==> src/rtl/cpu_debug_ctrl.sv <==
// Run/halt/single-step debug controller: breakpoints, halted register readout, saturating counters.
// Optional step watchdog is built only when DBG_WATCHDOG_EN is defined.
module cpu_debug_ctrl #(
  parameter int unsigned ADDR_W      = 32,
  parameter int unsigned DATA_W      = 32,
  parameter int unsigned NUM_BP      = 4,
  parameter int unsigned REG_AW      = 4,
  parameter int unsigned CNT_W       = 32,
  parameter int unsigned WDOG_CYCLES = 1024,
  localparam int unsigned BP_IW      = (NUM_BP > 1) ? $clog2(NUM_BP) : 1
) (
  input  logic              clk,
  input  logic              rst,
  input  logic              run_req,
  input  logic              halt_req,
  input  logic              step_req,
  input  logic [15:0]       step_count,
  input  logic              bp_wr_en,
  input  logic [BP_IW-1:0]  bp_wr_idx,
  input  logic [ADDR_W-1:0] bp_wr_addr,
  input  logic              bp_wr_valid,
  input  logic [ADDR_W-1:0] pc_in,
  input  logic              retire_valid,
  output logic              cpu_en,
  output logic              halted,
  output logic [2:0]        halt_cause,
  output logic [BP_IW-1:0]  bp_hit_idx,
  input  logic              dbg_rd_req,
  input  logic [REG_AW-1:0] dbg_rd_idx,
  output logic [REG_AW-1:0] dbg_reg_addr,
  input  logic [DATA_W-1:0] dbg_reg_data,
  output logic              dbg_rd_valid,
  output logic [DATA_W-1:0] dbg_rd_data,
  input  logic              cnt_clr,
  output logic [CNT_W-1:0]  cycle_count,
  output logic [CNT_W-1:0]  retire_count
);

  typedef enum logic [1:0] {ST_HALTED, ST_RUN, ST_STEP, ST_READ} state_t;
  typedef enum logic [2:0] {
    CAUSE_RESET   = 3'd0,
    CAUSE_HOST    = 3'd1,
    CAUSE_BP      = 3'd2,
    CAUSE_STEP    = 3'd3,
    CAUSE_TIMEOUT = 3'd4
  } cause_t;

  if (NUM_BP < 1 || NUM_BP > 16 || WDOG_CYCLES < 1) begin : g_param_check
    $error("cpu_debug_ctrl: unsupported parameter values");
  end

  state_t             state, state_nx;
  cause_t             cause, cause_nx;
  logic [BP_IW-1:0]   hit_idx, hit_idx_nx;
  logic [REG_AW-1:0]  reg_addr_nx;
  logic [15:0]        remaining, remaining_nx;
  logic               rd_go, rd_capture;
  logic [ADDR_W-1:0]  bp_addr [NUM_BP];
  logic [NUM_BP-1:0]  bp_valid;
  logic               bp_match;
  logic [BP_IW-1:0]   bp_idx;
  logic               wdog_expired;

  assign halt_cause = cause;
  assign bp_hit_idx = hit_idx;

`ifdef DBG_WATCHDOG_EN
  localparam int unsigned WD_W = $clog2(WDOG_CYCLES + 1);
  logic [WD_W-1:0] wdog;

  assign wdog_expired = (wdog == WD_W'(WDOG_CYCLES - 1));

  always_ff @(posedge clk or posedge rst) begin
    if (rst)                                   wdog <= '0;
    else if (state != ST_STEP || retire_valid) wdog <= '0;
    else                                       wdog <= wdog + 1'b1;
  end
`else
  assign wdog_expired = 1'b0;
`endif

  // Lowest-index valid entry wins; compares against the table as it stood before this edge.
  always_comb begin
    bp_match = 1'b0;
    bp_idx   = '0;
    for (int unsigned i = 0; i < NUM_BP; i++) begin
      if (!bp_match && bp_valid[i] && bp_addr[i] == pc_in) begin
        bp_match = 1'b1;
        bp_idx   = BP_IW'(i);
      end
    end
  end

  always_comb begin
    state_nx     = state;
    cause_nx     = cause;
    hit_idx_nx   = hit_idx;
    remaining_nx = remaining;
    reg_addr_nx  = dbg_reg_addr;
    rd_go        = 1'b0;
    case (state)
      ST_HALTED: begin
        if (run_req) begin
          state_nx = ST_RUN;
        end else if (step_req) begin
          state_nx     = ST_STEP;
          remaining_nx = (step_count == 16'd0) ? 16'd1 : step_count;
        end else if (dbg_rd_req) begin
          state_nx    = ST_READ;
          reg_addr_nx = dbg_rd_idx;
        end
      end
      ST_RUN, ST_STEP: begin
        if (halt_req) begin
          state_nx = ST_HALTED;
          cause_nx = CAUSE_HOST;
        end else if (retire_valid && bp_match) begin
          state_nx   = ST_HALTED;
          cause_nx   = CAUSE_BP;
          hit_idx_nx = bp_idx;
        end else if (state == ST_STEP && retire_valid) begin
          if (remaining == 16'd1) begin
            state_nx = ST_HALTED;
            cause_nx = CAUSE_STEP;
          end else begin
            remaining_nx = remaining - 16'd1;
          end
        end else if (state == ST_STEP && wdog_expired) begin
          state_nx = ST_HALTED;
          cause_nx = CAUSE_TIMEOUT;
        end
      end
      ST_READ: begin
        state_nx = ST_HALTED;
        rd_go    = 1'b1;
      end
      default: state_nx = ST_HALTED;
    endcase
  end

  // Readout lags READ by one extra stage: core read data arrives a cycle after the address.
  always_ff @(posedge clk or posedge rst) begin
    if (rst) begin
      state        <= ST_HALTED;
      cause        <= CAUSE_RESET;
      hit_idx      <= '0;
      remaining    <= '0;
      dbg_reg_addr <= '0;
      cpu_en       <= 1'b0;
      halted       <= 1'b1;
      rd_capture   <= 1'b0;
      dbg_rd_valid <= 1'b0;
      dbg_rd_data  <= '0;
    end else begin
      state        <= state_nx;
      cause        <= cause_nx;
      hit_idx      <= hit_idx_nx;
      remaining    <= remaining_nx;
      dbg_reg_addr <= reg_addr_nx;
      cpu_en       <= (state_nx == ST_RUN) || (state_nx == ST_STEP);
      halted       <= (state_nx == ST_HALTED) || (state_nx == ST_READ);
      rd_capture   <= rd_go;
      dbg_rd_valid <= rd_capture;
      if (rd_capture) dbg_rd_data <= dbg_reg_data;
    end
  end

  always_ff @(posedge clk or posedge rst) begin
    if (rst) begin
      bp_valid <= '0;
      for (int unsigned i = 0; i < NUM_BP; i++) bp_addr[i] <= '0;
    end else if (bp_wr_en && 32'(bp_wr_idx) < NUM_BP) begin
      bp_addr[bp_wr_idx]  <= bp_wr_addr;
      bp_valid[bp_wr_idx] <= bp_wr_valid;
    end
  end

  always_ff @(posedge clk or posedge rst) begin
    if (rst) begin
      cycle_count  <= '0;
      retire_count <= '0;
    end else if (cnt_clr) begin
      cycle_count  <= '0;
      retire_count <= '0;
    end else begin
      if (cpu_en && cycle_count != '1)                  cycle_count  <= cycle_count + 1'b1;
      if (cpu_en && retire_valid && retire_count != '1) retire_count <= retire_count + 1'b1;
    end
  end

endmodule

==> config.mk <==
export PLATFORM = sky130hd
export DESIGN_NAME = cpu_debug_ctrl
export DESIGN_NICKNAME = d
export VERILOG_FILES = /design/src/rtl/cpu_debug_ctrl.sv
export SDC_FILE = /design/constraint.sdc
export NUM_CORES = 1
export LEC_CHECK = 0
export ABC_AREA = 1
export ABC_CLOCK_PERIOD_IN_PS = 12500
export CORE_UTILIZATION = 54
export DETAILED_ROUTE_END_ITERATION = 10
export PLACE_DENSITY = 0.81
export SYNTH_ARGS = -nofsm -noshare
export SYNTH_HDL_FRONTEND = slang
export SYNTH_SLANG_ARGS = --single-unit
==> constraint.sdc <==
create_clock -name clk -period 12.5 [get_ports clk]
set_input_delay 2.5 -clock clk [delete_from_list [all_inputs] [get_ports clk]]
set_output_delay 2.5 -clock clk [all_outputs]
set_load 0.05 [all_outputs]
Yosys cells after proc, flatten, opt, wreduce, memory -nomap -nowiden
Cells that the tools add are included.
{ "totals": {"register_bits": 259, "latchBits": 0, "mem_bits_rw": 0, "mem_bits_ro": 0, "in_bits": 128, "out_inout_bits": 108, "word_cells": 117, "memories": 0} }
{ "classes": {"add_sub_neg": 3, "multipliers": 0, "div": 0, "order_cmp": 4, "n_eq_ne": 19, "n_shift": 0, "muxes": 38, "bitwise": 4, "reduce_logical": 32} }
{ "op_table": {"columns": ["operator", "n"], "rows": [
  ["32-bit 2-to-1 mux", 5],
  ["128-bit bitwise mux", 1],
  ["32-bit == test", 4],
  ["16-bit 2-to-1 mux", 7],
  ["32-bit by 1-bit adder with 32-bit output, second input constant", 2],
  ["32-bit demux with 2-bit select", 1],
  ["32-bit inequality test, second input constant", 2],
  ["16-bit case mux with 2 select lines", 1],
  ["2-bit 2-to-1 mux", 9],
  ["16-bit by 1-bit == test with 1-bit output, second input constant", 1],
  ["16-bit zero test", 1],
  ["16-bit by 1-bit subtractor with 16-bit output, second input constant", 1],
  ["1-bit logical AND", 14],
  ["3-bit 2-to-1 mux", 4],
  ["2-bit inequality test, second input constant", 6],
  ["2-bit == test, second input constant", 4],
  ["1-bit 2-to-1 mux", 7],
  ["7-bit AND reduction", 1],
  ["2-bit case mux with 3 select lines", 1],
  ["3-bit AND reduction", 2],
  ["2-bit nonzero test", 3],
  ["3-bit nonzero test", 2],
  ["4-bit bitwise mux", 1],
  ["2-bit by 1-bit == test with 1-bit output, second input constant", 2],
  ["other kinds (12)", 18]
]} }

Logic depth before layout (Yosys ltp)
{ "depth": {"word_depth": 21, "mapped_depth": 17} }

Least setup slack after synthesis
OpenSTA, ideal clock, no wires.
{ "synth_timing": {"path_type": "input -> register", "from": "input port pc_in[28]", "to": "register remaining[1]", "setup_ps": 119, "arrival_ps": 3804, "required_ps": 12381, "path_slack_ps": 8576, "stages": 13, "path_buffers": 2, "cell_sequence": "buf_2 > xor2_1 > nor3_1 > nand3_1 > nor2_2 > nor2_4 > nand2_4 > o21ai_4 > nand2_4 > inv_4 > buf_12 > nand2_2 > o21ai_2"} }
{ "synth_via": {"elab_chain_len": 18, "word_cells_on_any_way": 21, "cone_classes": "eq/ne: 5; mux: 4; reduce/logical: 12"} }
{ "synth_rtl": {"columns": ["item", "line", "text"], "rows": [
  ["from (decl)", "22", "input logic [ADDR_W-1:0] pc_in,"],
  ["32-bit == test", "87", "if (!bp_match && bp_valid[i] && bp_addr[i] == pc_in) begin"],
  ["1-bit logical AND", "87", null],
  ["1-bit 2-to-1 mux", "87", null],
  ["1-bit zero test", "87", null],
  ["1-bit logical AND (2 in a row)", "87", null],
  ["1-bit 2-to-1 mux", "87", null],
  ["1-bit zero test", "87", null],
  ["1-bit logical AND (2 in a row)", "87", null],
  ["1-bit 2-to-1 mux", "87", null],
  ["1-bit zero test", "87", null],
  ["1-bit logical AND (2 in a row)", "87", null],
  ["1-bit 2-to-1 mux *", "87", null],
  ["1-bit logical AND *", "117", "end else if (retire_valid && bp_match) begin"],
  ["2-bit inequality test (no line) *", null, null],
  ["7-bit AND reduction (no line) *", null, null],
  ["to (signal assigned)", "158", "remaining <= remaining_nx;"],
  ["to (decl)", "56", "logic [15:0] remaining, remaining_nx;"]
]} }
Every way passes the cells marked *; elsewhere a longest branch is shown, timed or not.
A chain may end at the register's enable or synchronous reset.

Final worst setup path
{ "layout_timing": {"from": "register cpu_en", "to": "output port cpu_en"} }
{ "layout_rtl": {"columns": ["item", "line", "text"], "rows": [
  ["from (decl)", "24", "output logic cpu_en,"],
  ["from (signal assigned)", "160", "cpu_en <= (state_nx == ST_RUN) || (state_nx == ST_STEP);"]
]} }
No word-level cell between the ends.

==> results.sh <==
export IMPL_ant_nets=0
export IMPL_synth_area_sq_mm=0.01347
export IMPL_clk_latency_ns=0.53
export IMPL_vias_per_cell=5.515
export IMPL_setup_viol=0
export IMPL_fin_hold_ws_ns=0.4883
export IMPL_cp_cell_sequence="clkdlybuf4s50_1"
export IMPL_crit_required_ns=10.00
export IMPL_syn_nets=1854
export IMPL_cellPowerDensity_mw_per_mm2=175.2
export IMPL_synth_seq_cells=258
export IMPL_grt_pass1_wl_mm=62.89
export IMPL_drtIter0Drc=1202
export IMPL_drive_gt1_frac=0.08813
export IMPL_slowest_stage="clkdlybuf4s50_1"
export IMPL_cts_buffers=27
export IMPL_clk_pin_slew_ns=0.06
export IMPL_final_core_util=0.6967
export IMPL_fin_crit_ns=4.429
export IMPL_min_delay_start="bp_addr[107]$_DFFE_PP0P_"
export IMPL_relSlewSlack=0.3787
export IMPL_wl_mm=38.82
export IMPL_dpl_cell_count=2238
export IMPL_hold_viol=0
export IMPL_rows=57
export IMPL_critPathMaxFanout=4
export IMPL_fmax_ghz=0.2258
export IMPL_area_growth_pct=26.18
export IMPL_cap_violations=0
export IMPL_path_delay_family="buffers and inverters"
export IMPL_port_buffers=234
export IMPL_synth_cells=1719
export IMPL_rrSetupSlack_ns=10.08
export IMPL_cts_buffer_depth=3
export IMPL_timing_rr_start="state[1]$_DFF_PP0_"
export IMPL_finalNonFillerCells=2288
export IMPL_grt_pass1_vias=12320
export IMPL_cts_root_buf="clkbuf_16"
export IMPL_synth_top_flop_cell="dfrtp_1"
export IMPL_leakagePower_nw=7.742
export IMPL_start_util=0.5521
export IMPL_status="completed"
export IMPL_postSynthAreaPerCell_sq_um=7.834
export IMPL_hpwl_mm=28.39
export IMPL_hold_depth=2
export IMPL_die_w_microns=159.9
export IMPL_maxSlewViolCount=0
export IMPL_async_reset_ff_frac=1.000
export IMPL_grt_overflow=0
export IMPL_yosys_warnings=0
export IMPL_slowest_delay_ns=0.87
export IMPL_whs_endpoint="bp_addr[107]$_DFFE_PP0P_"
export IMPL_synth_cell_types=58
export IMPL_ir_worst_vdd_mv=0.1527
export IMPL_worstPathArrival_ns=1.93
export IMPL_post_cts_resized=0
export IMPL_worstReg2RegEnd="remaining[3]$_DFFE_PP0P_"
export IMPL_cp_buffers_inverters=1
export IMPL_final_nets=2078
export IMPL_gp_congestion=0.9979
export IMPL_core_region_area_sq_mm=0.02439
export IMPL_finClkSkew_ns=0.01475
export IMPL_postCtsSetupBuffers=0
export IMPL_crit_type="reg -> out"
export IMPL_firstDrtPassIters=6
export IMPL_drc=0
export IMPL_ioPinCount=236
export IMPL_endpoint_kind="output pin"
export IMPL_cts_htree_levels=1
export IMPL_tightest_slew_ns=0.9320
export IMPL_die_area_sq_mm=0.02557
export IMPL_rsz0062_at_grt="false"
export IMPL_period_share=0.3543
export IMPL_fill_cells=1979
export IMPL_start_kind="flop"
export IMPL_min_path_type="reg -> reg"
export IMPL_setup_tns_final_ns=0
export IMPL_antenna_found_initial=1
export IMPL_dieHeight_microns=159.9
export IMPL_grt_max_degree=137
export IMPL_hold_buffers=0
export IMPL_grt_usage=0.3066
export IMPL_wl_per_cell_microns=16.97
export IMPL_vias=12620
export IMPL_clkSinkCount=258
export IMPL_synth_edf_count=0
export IMPL_reg2regPathDepth=9
export IMPL_cts_tree="done"
export IMPL_worstSetupStartpoint="cpu_en$_DFF_PP0_"
export IMPL_ys_seq_area_frac=0.4795
-- state kept, by name, indices dropped and copies added, names as in the netlist --
name and flops:
bp_valid 4, remaining 16, bp_hit_idx 2, state 2, dbg_reg_addr 4, dbg_rd_valid 1, bp_addr 128, retire_count 32
cpu_en 1, rd_capture 1, cycle_count 32, dbg_rd_data 32, halt_cause 2, halted 1
-- layer usage --
| metal | GRT usage | part of all wire |
|---|---|---|
| met4 | 0.1199 | 0.036 |
| met1 | 0.4174 | 0.42 |
| met5 | 0 | 0 |
| met3 | 0.04026 | 0.080 |
| met2 | 0.4998 | 0.46 |
-- kinds of logic (layout without fill, tap and decap cells) --
group                      after synthesis  count (layout)  share of synthesized area
AOI/OAI and AO/OA                      309             309                     0.1227
buffers and inverters                  272             516                    0.07860
other                                    1               2                  0.0002785
adders and majority gates                7               7                   0.006503
DFF                                    258             258                     0.4795
xor gates and xnor gates                50              50                    0.03252
muxes                                   37              37                    0.03085
and+or+nand+nor                        785             785                     0.2490
-- report_power, final --
group          total (mW)  internal, mW  switching (mW)
combinational        1.04         0.376           0.661
sequential           1.13          1.01           0.127
clock               0.807         0.479           0.328
-- layout make-up --
type | count | area, sq um | area share
multi-input combinational | 1189 | 5971 | 0.3514
timing repair buffer | 243 | 2410 | 0.1418
clock buffer | 40 | 794.5 | 0.04676
antenna | 1 | 2.502 | 0.0001473
sequential | 258 | 6457 | 0.3800
inverter | 224 | 850.8 | 0.05007
clock inverter | 9 | 101.3 | 0.005964
tap | 324 | 405.4 | 0.02386
-- how the worst max path moves through the flow --
stage,to,slack (ns),depth (start not counted)
6_report,cpu_en,8.07,1
5_1_grt,remaining[10]$_DFFE_PP0P_,7.95,16
4_1_cts,cpu_en,8.06,1
3_3_place_gp,remaining[12]$_DFFE_PP0P_,7.67,16
2_1_floorplan,bp_addr[0]$_DFFE_PP0P_,2.90,1
3_5_place_dp,remaining[10]$_DFFE_PP0P_,7.58,16
-- synth_stat cells, types with 3 or more instances --
library cell,count,area share
buf_1,8,0.0022
nor2_1,138,0.038
o21a_1,3,0.0017
dfrtp_1,257,0.48
mux2_2,36,0.030
o21ai_0,202,0.075
o21ai_1,29,0.011
inv_2,33,0.0092
a21oi_1,47,0.017
nor3_2,4,0.0030
a31oi_1,3,0.0014
nand3_2,4,0.0030
o31ai_1,3,0.0017
clkbuf_1,33,0.0092
xnor2_1,23,0.015
nand2_4,3,0.0025
nor4_1,13,0.0060
nor2_4,4,0.0033
or2_0,4,0.0019
o21ai_2,6,0.0039
nand2_1,480,0.13
nor3_1,36,0.013
buf_2,3,0.0011
ha_1,7,0.0065
nor2_2,6,0.0028
nand4_1,27,0.013
xor2_1,27,0.018
nand3_1,47,0.017
and3_1,3,0.0014
inv_1,189,0.053
nand2_2,8,0.0037
-- through the flow --
stage	power (mW)	instance area (sq um)	setup WS [ns]
2_1_floorplan	1.844	13470	2.903
3_3_place_gp	2.138	16090	7.665
3_5_place_dp	2.173	16090	7.578
4_1_cts	2.987	16990	8.056
5_1_grt	3.127	16990	7.947
6_report	2.977	16990	8.071
-- layout by cell type, fill, tap and decap left out, types with 4 or more instances in the layout --
cell type	netlist	final
a21oi_1	47	47
buf_4	2	9
clkbuf_1	33	6
clkbuf_16	0	27
clkbuf_8	0	7
clkdlybuf4s50_1	0	234
clkinv_2	0	5
dfrtp_1	257	257
ha_1	7	7
inv_1	189	188
inv_2	33	33
mux2_2	36	36
nand2_1	480	480
nand2_2	8	8
nand3_1	47	43
nand3_2	4	8
nand4_1	27	27
nor2_1	138	138
nor2_2	6	6
nor2_4	4	4
nor3_1	36	36
nor3_2	4	4
nor4_1	13	13
o21ai_0	202	202
o21ai_1	29	29
o21ai_2	6	6
or2_0	4	4
xnor2_1	23	23
xor2_1	27	27
No activity file was read; power rests on OpenSTA's default activity.
